## src/rtl/mem_arbiter.sv

```systemverilog
// mem_arbiter: shares one downstream memory port between the instruction-fetch
// channel and the data load/store channel. One requester holds the grant from
// request to response; at most one transaction is outstanding downstream.
module mem_arbiter #(
   parameter bit DATA_PRIO = 1'b1   // 1: data wins a tie; 0: round-robin
) (
   input  logic        clk,
   input  logic        rst,            // asynchronous, active-low

   input  logic [31:0] i_inst_req_addr,
   input  logic        i_inst_req_valid,
   output logic        o_inst_req_ready,
   output logic [31:0] o_inst_rdata,
   output logic        o_inst_rvalid,
   input  logic        i_inst_rready,

   input  logic [31:0] i_data_addr,
   input  logic        i_data_rd,
   input  logic        i_data_wr,
   input  logic [31:0] i_data_wdata,
   input  logic [3:0]  i_data_wstrb,
   output logic        o_data_req_ready,
   output logic [31:0] o_data_rdata,
   output logic        o_data_rvalid,
   input  logic        i_data_rready,

   output logic [31:0] o_mem_addr,
   output logic        o_mem_wen,
   output logic [31:0] o_mem_wdata,
   output logic [3:0]  o_mem_wstrb,
   output logic        o_mem_req_valid,
   input  logic        i_mem_req_ready,
   input  logic [31:0] i_mem_rdata,
   input  logic        i_mem_rvalid,
   output logic        o_mem_rready
);

   typedef enum logic [1:0] {
      S_IDLE = 2'd0,
      S_REQ  = 2'd1,
      S_RESP = 2'd2
   } state_t;

   state_t r_state;
   logic   r_gnt_data;        // 1: data channel owns the grant
   logic   r_last_gnt_data;   // requester served most recently (1 = data)
   logic   r_mem_req_valid;   // registered copy of "in REQ"
   logic   r_in_resp;         // registered copy of "in RESP"

   logic   w_data_req;
   logic   w_pick_data;
   logic   w_gnt_wr;
   logic   w_sel_data_req;

   // A data request is a load or a store; a store wins if both are raised.
   assign w_data_req = i_data_rd | i_data_wr;
   assign w_gnt_wr   = r_gnt_data & i_data_wr;

   // Arbitration: who would be granted if the grant were taken this cycle.
   always_comb begin
      // NOTE: default first so every path assigns the output and no latch is inferred.
      w_pick_data = w_data_req;
      if (w_data_req && i_inst_req_valid) begin
         w_pick_data = DATA_PRIO ? 1'b1 : ~r_last_gnt_data;
      end
   end

   // Grant FSM: IDLE -> REQ -> (RESP for reads) -> IDLE, with registered outputs.
   always_ff @(posedge clk or negedge rst) begin
      if (!rst) begin
         // NOTE: non-blocking assignments for all state so every flop samples pre-edge values.
         r_state         <= S_IDLE;
         r_gnt_data      <= 1'b0;
         r_last_gnt_data <= 1'b0;
         r_mem_req_valid <= 1'b0;
         r_in_resp       <= 1'b0;
      end else begin
         case (r_state)
            S_IDLE: begin
               if (w_data_req || i_inst_req_valid) begin
                  r_gnt_data      <= w_pick_data;
                  r_last_gnt_data <= w_pick_data;
                  r_mem_req_valid <= 1'b1;
                  r_state         <= S_REQ;
               end
            end
            S_REQ: begin
               if (i_mem_req_ready) begin
                  r_mem_req_valid <= 1'b0;
                  if (w_gnt_wr) begin
                     r_gnt_data <= 1'b0;
                     r_state    <= S_IDLE;
                  end else begin
                     r_in_resp <= 1'b1;
                     r_state   <= S_RESP;
                  end
               end
            end
            S_RESP: begin
               if (i_mem_rvalid && o_mem_rready) begin
                  r_in_resp  <= 1'b0;
                  r_gnt_data <= 1'b0;
                  r_state    <= S_IDLE;
               end
            end
            default: begin
               r_in_resp       <= 1'b0;
               r_mem_req_valid <= 1'b0;
               r_gnt_data      <= 1'b0;
               r_state         <= S_IDLE;
            end
         endcase
      end
   end

   // Request path: fields are muxed from the granted requester and zeroed outside REQ.
   assign w_sel_data_req   = r_mem_req_valid & r_gnt_data;
   assign o_mem_req_valid  = r_mem_req_valid;
   assign o_mem_addr       = !r_mem_req_valid ? 32'd0 :
                             (r_gnt_data ? i_data_addr : i_inst_req_addr);
   assign o_mem_wen        = r_mem_req_valid & w_gnt_wr;
   assign o_mem_wdata      = o_mem_wen ? i_data_wdata : 32'd0;
   assign o_mem_wstrb      = o_mem_wen ? i_data_wstrb : 4'd0;
   assign o_inst_req_ready = r_mem_req_valid & ~r_gnt_data & i_mem_req_ready;
   assign o_data_req_ready = w_sel_data_req & i_mem_req_ready;

   // Response path: only the granted requester sees rvalid, and only in RESP.
   assign o_mem_rready  = r_in_resp & (r_gnt_data ? i_data_rready : i_inst_rready);
   assign o_inst_rvalid = r_in_resp & ~r_gnt_data & i_mem_rvalid;
   assign o_data_rvalid = r_in_resp &  r_gnt_data & i_mem_rvalid;
   assign o_inst_rdata  = i_mem_rdata;
   assign o_data_rdata  = i_mem_rdata;

endmodule

```

## config.mk

```make
export PLATFORM = sky130hd
export DESIGN_NAME = mem_arbiter
export DESIGN_NICKNAME = d
export VERILOG_FILES = /design/src/rtl/mem_arbiter.sv
export SDC_FILE = /design/constraint.sdc
export NUM_CORES = 1
export LEC_CHECK = 0
export BUFFER_PORTS_ARGS = -buffer_cell sky130_fd_sc_hd__buf_2
export CORE_AREA = 2 2 110 112
export CTS_BUF_LIST = sky130_fd_sc_hd__clkbuf_2 sky130_fd_sc_hd__clkbuf_4 sky130_fd_sc_hd__clkbuf_8
export CTS_CLUSTER_SIZE = 8
export DETAILED_ROUTE_END_ITERATION = 8
export DIE_AREA = 0 0 112 114
export PLACE_DENSITY_LB_ADDON = 0.08
export SLEW_MARGIN = 20
export SYNTH_ARGS = -nofsm -noshare
export SYNTH_HDL_FRONTEND = slang
export SYNTH_SLANG_ARGS = --single-unit
```

## constraint.sdc

```tcl
create_clock -name clk -period 3.45 [get_ports clk]
set_clock_uncertainty 0.2 [all_clocks]
set_input_delay 1.035 -clock clk [delete_from_list [all_inputs] [get_ports clk]]
set_output_delay 1.035 -clock clk [all_outputs]
set_load 0.005 [all_outputs]
```

==> results.yml, run 1 <==
global_route:
  grt_max_degree: 38
  track_usage: 0.0868
  initial_antenna_violation_count: 1
  grt_first_pass_wirelength_mm: 8.89
  first_global_vias: 1736
  grt_overflow: 0
job:
  drv.max_cap_violation_count: 0
clocking:
  ctsResizeCount: 0
  postCtsSetupBuffers: 0
  clkSinkCount: 5
  clock_transition_at_the_register_clock_pins_on_the_worst_setup_and_hold_paths_after_cts_ns: 0.04
  cell_at_the_root_of_the_clock_tree: "sky130_fd_sc_hd__clkbuf_8"
  number_of_h_tree_levels: 1
  cts_buffers: 3
  clockBufferDepth: 2
  cts_tree: "yes"
  post_cts_hold_buffer_count: 0
  clk_latency_ns: 0.22
final_layout:
  layout_common_cells: "183 x sky130_fd_sc_hd__buf_2, 36 x sky130_fd_sc_hd__and2_1, 33 x sky130_fd_sc_hd__mux2i_1, 33 x sky130_fd_sc_hd__nor2b_1, 5 x sky130_fd_sc_hd__nor2_1"
  area_growth_pct: 37.7
  final_nets: 470
  fillers: 1358
  drive_gt1_frac: 0.595
  stdcell_count: 475
  layout_commonest_cell: "sky130_fd_sc_hd__buf_2"
  n_antenna_cell: 0
hold_path:
  hold_path.class: "in2async"
timing:
  timing_worst_slew_pin_value_ns: 0.509
  clock.fmax_ghz: 0.306
  final.min_clock_period_ns: 3.27
  timing.final.max_slew_violations: 0
  final-hold-violation-count: 0
  timing.hold.ws_ns: 0.427
  setup_violations: 0
  final.setup.tns_ns: 0
  unrepaired_setup_endpoints_after_global_routing: "no"
  timing.slew.headroom: 0.661
  min_period_over_period: 0.947
synthesis:
  post_synth_num_cell_types: 25
  syn_inst: 215
  syn_area_mm2: 0.00163
  synth_nets: 356
  yosys.area.top_type_share: 0.313
  post_synth_main_area_contributors: "sky130_fd_sc_hd__buf_4 31%, sky130_fd_sc_hd__mux2i_1 20%, sky130_fd_sc_hd__and2_1 14%"
  synth-warning-count: 0
  postSynthRegisterBits: 5
  synth_top_area_cell: "sky130_fd_sc_hd__buf_4"
  synthesis.area_per_instance_um2: 7.58
  seq_area_frac_synth: 0.0768
routing:
  routed_via_density: 3.69
  number_of_routed_nets_with_antenna_violations: 0
  detailroute.via_count: 1751
  drt_pass1_iterations: 4
  remaining_drc_errors: 0
  drt-total-wl_mm: 6.23
  drt-initial-drc-count: 31
  drt-wirelength-per-cell_um: 13.1
power_and_ir_drop:
  switching_share: 0.438
  power_density_mw_per_mm2: 535
  fin_total_pwr_uw: 1200
  relative_contribution_of_sequential_cells_to_total_power: 0.115
  maximum_vdd_drop_mv: 0.208
  power.combinational.fraction: 0.788
  internal_power_uw: 674
  pwr-share-clk: 0.098
  power.switching_uw: 525
  power_leakage_uw: 0.00133
placement:
  routability_congestion_estimate: 0.734
  placed_cells_incl_taps: 471
  detailed_place_hpwl_mm: 5.25
  placement.io_buffers: 183
critical_path:
  timing.setup.critical_path_class: "in2out"
  crit_path_max_fanout: 37
  critical_path_required_ns: 2.21
  worstSetupEndpointType: "output port"
  worst_ep_arrival_time_ns: 2.03
  cp-start-kind: "primary input"
floorplan:
  die_w_um: 112
  number_of_top_level_pins: 280
  die_height_um: 114
  die_area_mm2: 0.0128
  start_util: 0.139
  placeable_core_region_mm2: 0.0117
  num_rows: 40
run_status:
  status: "complete, no violations"
==> layout make-up <==
class                   instances  area (µm²)  area share
multi-input cells             133         946       0.422
flip-flops and latches          5         126      0.0563
well taps                     147         184      0.0820
clock buffers                   4        48.8      0.0218
repair buffers                186         938       0.418
==> synth_stat cells <==
master,count
sky130_fd_sc_hd__and3_2,1
sky130_fd_sc_hd__a21oi_1,4
sky130_fd_sc_hd__a31oi_1,1
sky130_fd_sc_hd__clkbuf_1,3
sky130_fd_sc_hd__dfrtp_1,5
sky130_fd_sc_hd__and2_2,1
sky130_fd_sc_hd__o41ai_1,1
sky130_fd_sc_hd__and3_1,2
sky130_fd_sc_hd__buf_6,1
sky130_fd_sc_hd__nor3_1,1
sky130_fd_sc_hd__and3b_1,1
sky130_fd_sc_hd__buf_2,3
sky130_fd_sc_hd__nand2_1,4
sky130_fd_sc_hd__a21oi_2,1
sky130_fd_sc_hd__buf_4,68
sky130_fd_sc_hd__o31ai_1,2
sky130_fd_sc_hd__o21ai_0,1
sky130_fd_sc_hd__nand3b_1,2
sky130_fd_sc_hd__mux2i_1,33
sky130_fd_sc_hd__nor2_1,5
sky130_fd_sc_hd__nand2b_1,3
sky130_fd_sc_hd__and2_1,36
sky130_fd_sc_hd__nor2b_1,33
sky130_fd_sc_hd__or4_4,1
sky130_fd_sc_hd__clkbuf_2,2
==> routing by layer <==
| layer | track usage | routed length, µm | vias to the layer above |
|---|---|---|---|
| met5 | 0 | 13 | - |
| met4 | 0.0301 | 158 | 2 |
| met3 | 0.0345 | 786 | 26 |
| met2 | 0.163 | 3110 | 130 |
| met1 | 0.0873 | 2160 | 740 |
| li1 | - | - | 853 |
==> stage by stage <==
step / utilization / setup WS [ns] / area (µm²)
after global routing: 0.192 / 0.00255 / 2240
after global placement: 0.187 / 0.110 / 2190
final: 0.192 / 0.182 / 2240
after floorplan: - / 0.543 / 1630
after CTS: 0.192 / 0.0642 / 2240
after detailed placement: 0.187 / 0.0692 / 2190
==> sequential cells by signal (all words and copies together) (netlist names) <==
signal,count
o_mem_req_valid,1
r_gnt_data,1
r_in_resp,1
r_state,2
==> logic make-up (layout without fill, tap and decap cells) <==
logic type	after synthesis	count (layout)	share of synthesized area
buf+inv	77	190	0.343
simple gates	90	90	0.339
mux	33	33	0.203
flops	5	5	0.0768
compound gates	10	10	0.0392
==> critical path: stages <==
cell and delay, ns:
sky130_fd_sc_hd__buf_2 0.12, sky130_fd_sc_hd__and3_2 0.52, sky130_fd_sc_hd__and2_1 0.20, sky130_fd_sc_hd__buf_2 0.13
==> worst paths after layout <==
path / start / endpoint / slack, ns / depth (start not counted)
setup reg to reg: r_state[0]$_DFFE_PN0P_ / r_gnt_data$_DFFE_PN0P_ / 1.74 / 4
hold / removal: rst / r_in_resp$_DFFE_PN0P_ / 0.43 / 1
setup / recovery: i_data_wr / o_mem_wstrb[2] / 0.18 / 4
hold reg to reg: r_in_resp$_DFFE_PN0P_ / r_in_resp$_DFFE_PN0P_ / 0.45 / 2
min in group clk: r_in_resp$_DFFE_PN0P_ / r_in_resp$_DFFE_PN0P_ / 0.45 / 2
max in group asynchronous: rst / r_gnt_data$_DFFE_PN0P_ / 2.47 / 1
==> power by group through the flow <==
stage,Clock [µW],Sequential (µW),Combinational [µW]
2_1_floorplan,0,112,679
3_5_place_dp,0,141,971
4_1_cts,121,139,976
6_report,117,138,945
3_3_place_gp,0,143,988
5_1_grt,125,147,1050
Power figures use the tool's default switching activity.
==> inputs of run 2 (changes only) <==
- ABC_CLOCK_PERIOD_IN_PS: default -> 3450
- CORE_AREA: 2 2 110 112 -> 2 2 109 111
- DIE_AREA: 0 0 112 114 -> 0 0 111 113
- SETUP_SLACK_MARGIN: default -> 0.02
==> run 2 against run 1 <==
Compared with the run above:
- combinational power increased by 1%
- critical path type unchanged
- utilization increased by 0.78 points
- critical endpoint is now o_mem_wdata[27]
- sequential power about the same
- wire length decreased by 1.6%
- first-iteration DRC count increased by 23%
- count of clock-buffer cells in the layout unchanged
- fmax increased by 4.8%
==> results.yml, run 2 (synthesized netlist as in run 1, its figures left out) <==
timing:
  min_period_over_period: 0.904
  setup_violations: 0
  timing.final.max_slew_violations: 0
  timing_worst_slew_pin_value_ns: 0.432
  clock.fmax_ghz: 0.321
  final-hold-violation-count: 0
  final.setup.tns_ns: 0
  final.min_clock_period_ns: 3.12
  timing.slew.headroom: 0.708
  unrepaired_setup_endpoints_after_global_routing: "no"
clocking:
  clockBufferDepth: 2
  cts_tree: "yes"
  postCtsSetupBuffers: 0
  clkSinkCount: 5
  number_of_h_tree_levels: 1
  cts_buffers: 3
  post_cts_hold_buffer_count: 0
  clk_latency_ns: 0.22
  clock_transition_at_the_register_clock_pins_on_the_worst_setup_and_hold_paths_after_cts_ns: 0.04
  cell_at_the_root_of_the_clock_tree: "sky130_fd_sc_hd__clkbuf_8"
floorplan:
  die_w_um: 111
  die_height_um: 113
  num_rows: 39
  start_util: 0.145
  number_of_top_level_pins: 280
  die_area_mm2: 0.0125
  placeable_core_region_mm2: 0.0113
critical_path:
  timing.setup.critical_path_class: "in2out"
  timing.critical_path.slowest_stage_cell: "sky130_fd_sc_hd__and3_4"
  cp-start-kind: "primary input"
  timing.critical_path.cells: "buf_2, and3_4, and2_1, buf_2"
  worstSetupEndpointType: "output port"
  crit_top_cell: "sky130_fd_sc_hd__buf_2"
  ff2ff_path_depth: 5
  critical_path.top_delay_family: "simple AND/OR/NAND/NOR gates"
  critical_path_required_ns: 2.21
  critPathBufInv: 2
  timing.critical_path.slowest_cell_delay_ns: 0.39
  regToRegSetupSlack_ns: 1.53
  reg2reg_to: "r_gnt_data$_DFFE_PN0P_"
  worst_r2r_startpoint: "r_gnt_data$_DFFE_PN0P_"
  worst_ep_arrival_time_ns: 1.88
  crit_path_max_fanout: 37
final_layout:
  area_growth_pct: 37.9
  fillers: 1296
  drive_gt1_frac: 0.593
  largest-register: "r_state"
  largest_reg_flops: 2
  final_nets: 469
  layout_commonest_cell: "sky130_fd_sc_hd__buf_2"
  layout_common_cells: "183 x sky130_fd_sc_hd__buf_2, 36 x sky130_fd_sc_hd__and2_1, 33 x sky130_fd_sc_hd__mux2i_1, 33 x sky130_fd_sc_hd__nor2b_1, 5 x sky130_fd_sc_hd__nor2_1"
  post-route-cell-area_mm2: 0.00225
  n_antenna_cell: 0
  post-route-util: 0.199
hold_path:
  hold_path.class: "in2async"
global_route:
  grt_max_degree: 40
  grt_first_pass_wirelength_mm: 9.18
  grt_overflow: 0
  track_usage: 0.0901
  initial_antenna_violation_count: 0
  first_global_vias: 1720
run_status:
  status: "complete, no violations"
routing:
  drt-initial-drc-count: 38
  routed_via_density: 3.63
  detailroute.via_count: 1707
  remaining_drc_errors: 0
  number_of_routed_nets_with_antenna_violations: 0
  drt-total-wl_mm: 6.13
  drt-wirelength-per-cell_um: 13.0
  drt_pass1_iterations: 4
power_and_ir_drop:
  power_density_mw_per_mm2: 540
  maximum_vdd_drop_mv: 0.232
  power_leakage_uw: 0.00133
placement:
  detailed_place_hpwl_mm: 5.05
  postPlaceCellArea_mm2: 0.00219
  placement.io_buffers: 183
  routability_congestion_estimate: 0.731
job:
  drv.max_cap_violation_count: 0
[run 2: per-stage QoR]
step | hold WS [ns] | power, µW | worst slack, ns | std cells
after floorplan | 0.359 | 792 | 0.543 | 215
after global placement | 0.441 | 1130 | 0.100 | 466
after detailed placement | 0.454 | 1120 | 0.0923 | 466
after CTS | 0.431 | 1250 | 0.0861 | 470
after global routing | 0.436 | 1340 | 0.190 | 470
final | 0.428 | 1210 | 0.332 | 470
[run 2: report_power, final]
part / internal [µW] / total [µW] / switching, µW / leakage, µW
Combinational: 508 / 957 / 449 / 0.00124
Sequential: 89.7 / 139 / 49.5 / 0.0000591
Clock: 87.3 / 117 / 29.7 / 0.0000262
Total: 685 / 1210 / 528 / 0.00133
[run 2: final cells by class]
type                    instances  area (µm²)  share of cell area
multi-input cells             133         950               0.423
repair buffers                185         943               0.420
well taps                     143         179              0.0796
flip-flops and latches          5         126              0.0562
clock buffers                   4        48.8              0.0217
[run 2: worst max path at each step]
stage | end | cells after the start | startpoint | slack [ns]
3_5_place_dp | o_mem_wdata[27] | 4 | i_data_wr | 0.09
5_1_grt | o_mem_wdata[27] | 4 | i_data_wr | 0.19
3_3_place_gp | o_mem_wdata[27] | 4 | i_data_wr | 0.10
6_report | o_mem_wdata[27] | 4 | i_data_wr | 0.33
2_1_floorplan | o_mem_wdata[19] | 4 | i_data_wr | 0.54
4_1_cts | o_mem_wdata[27] | 4 | i_data_wr | 0.09
[run 2: routing by layer]
| layer | up-vias | track usage | wire [µm] |
|---|---|---|---|
| met5 | - | 0 | 0 |
| met1 | 727 | 0.104 | 2370 |
| met4 | 0 | 0.0275 | 143 |
| met2 | 104 | 0.161 | 3030 |
| met3 | 24 | 0.0268 | 588 |
| li1 | 852 | - | - |
[run 2: repair_timing]
item                       CTS  global route
gates resized for setup      0             1
hold endpoints to repair     0             0
setup endpoints to repair    0             2
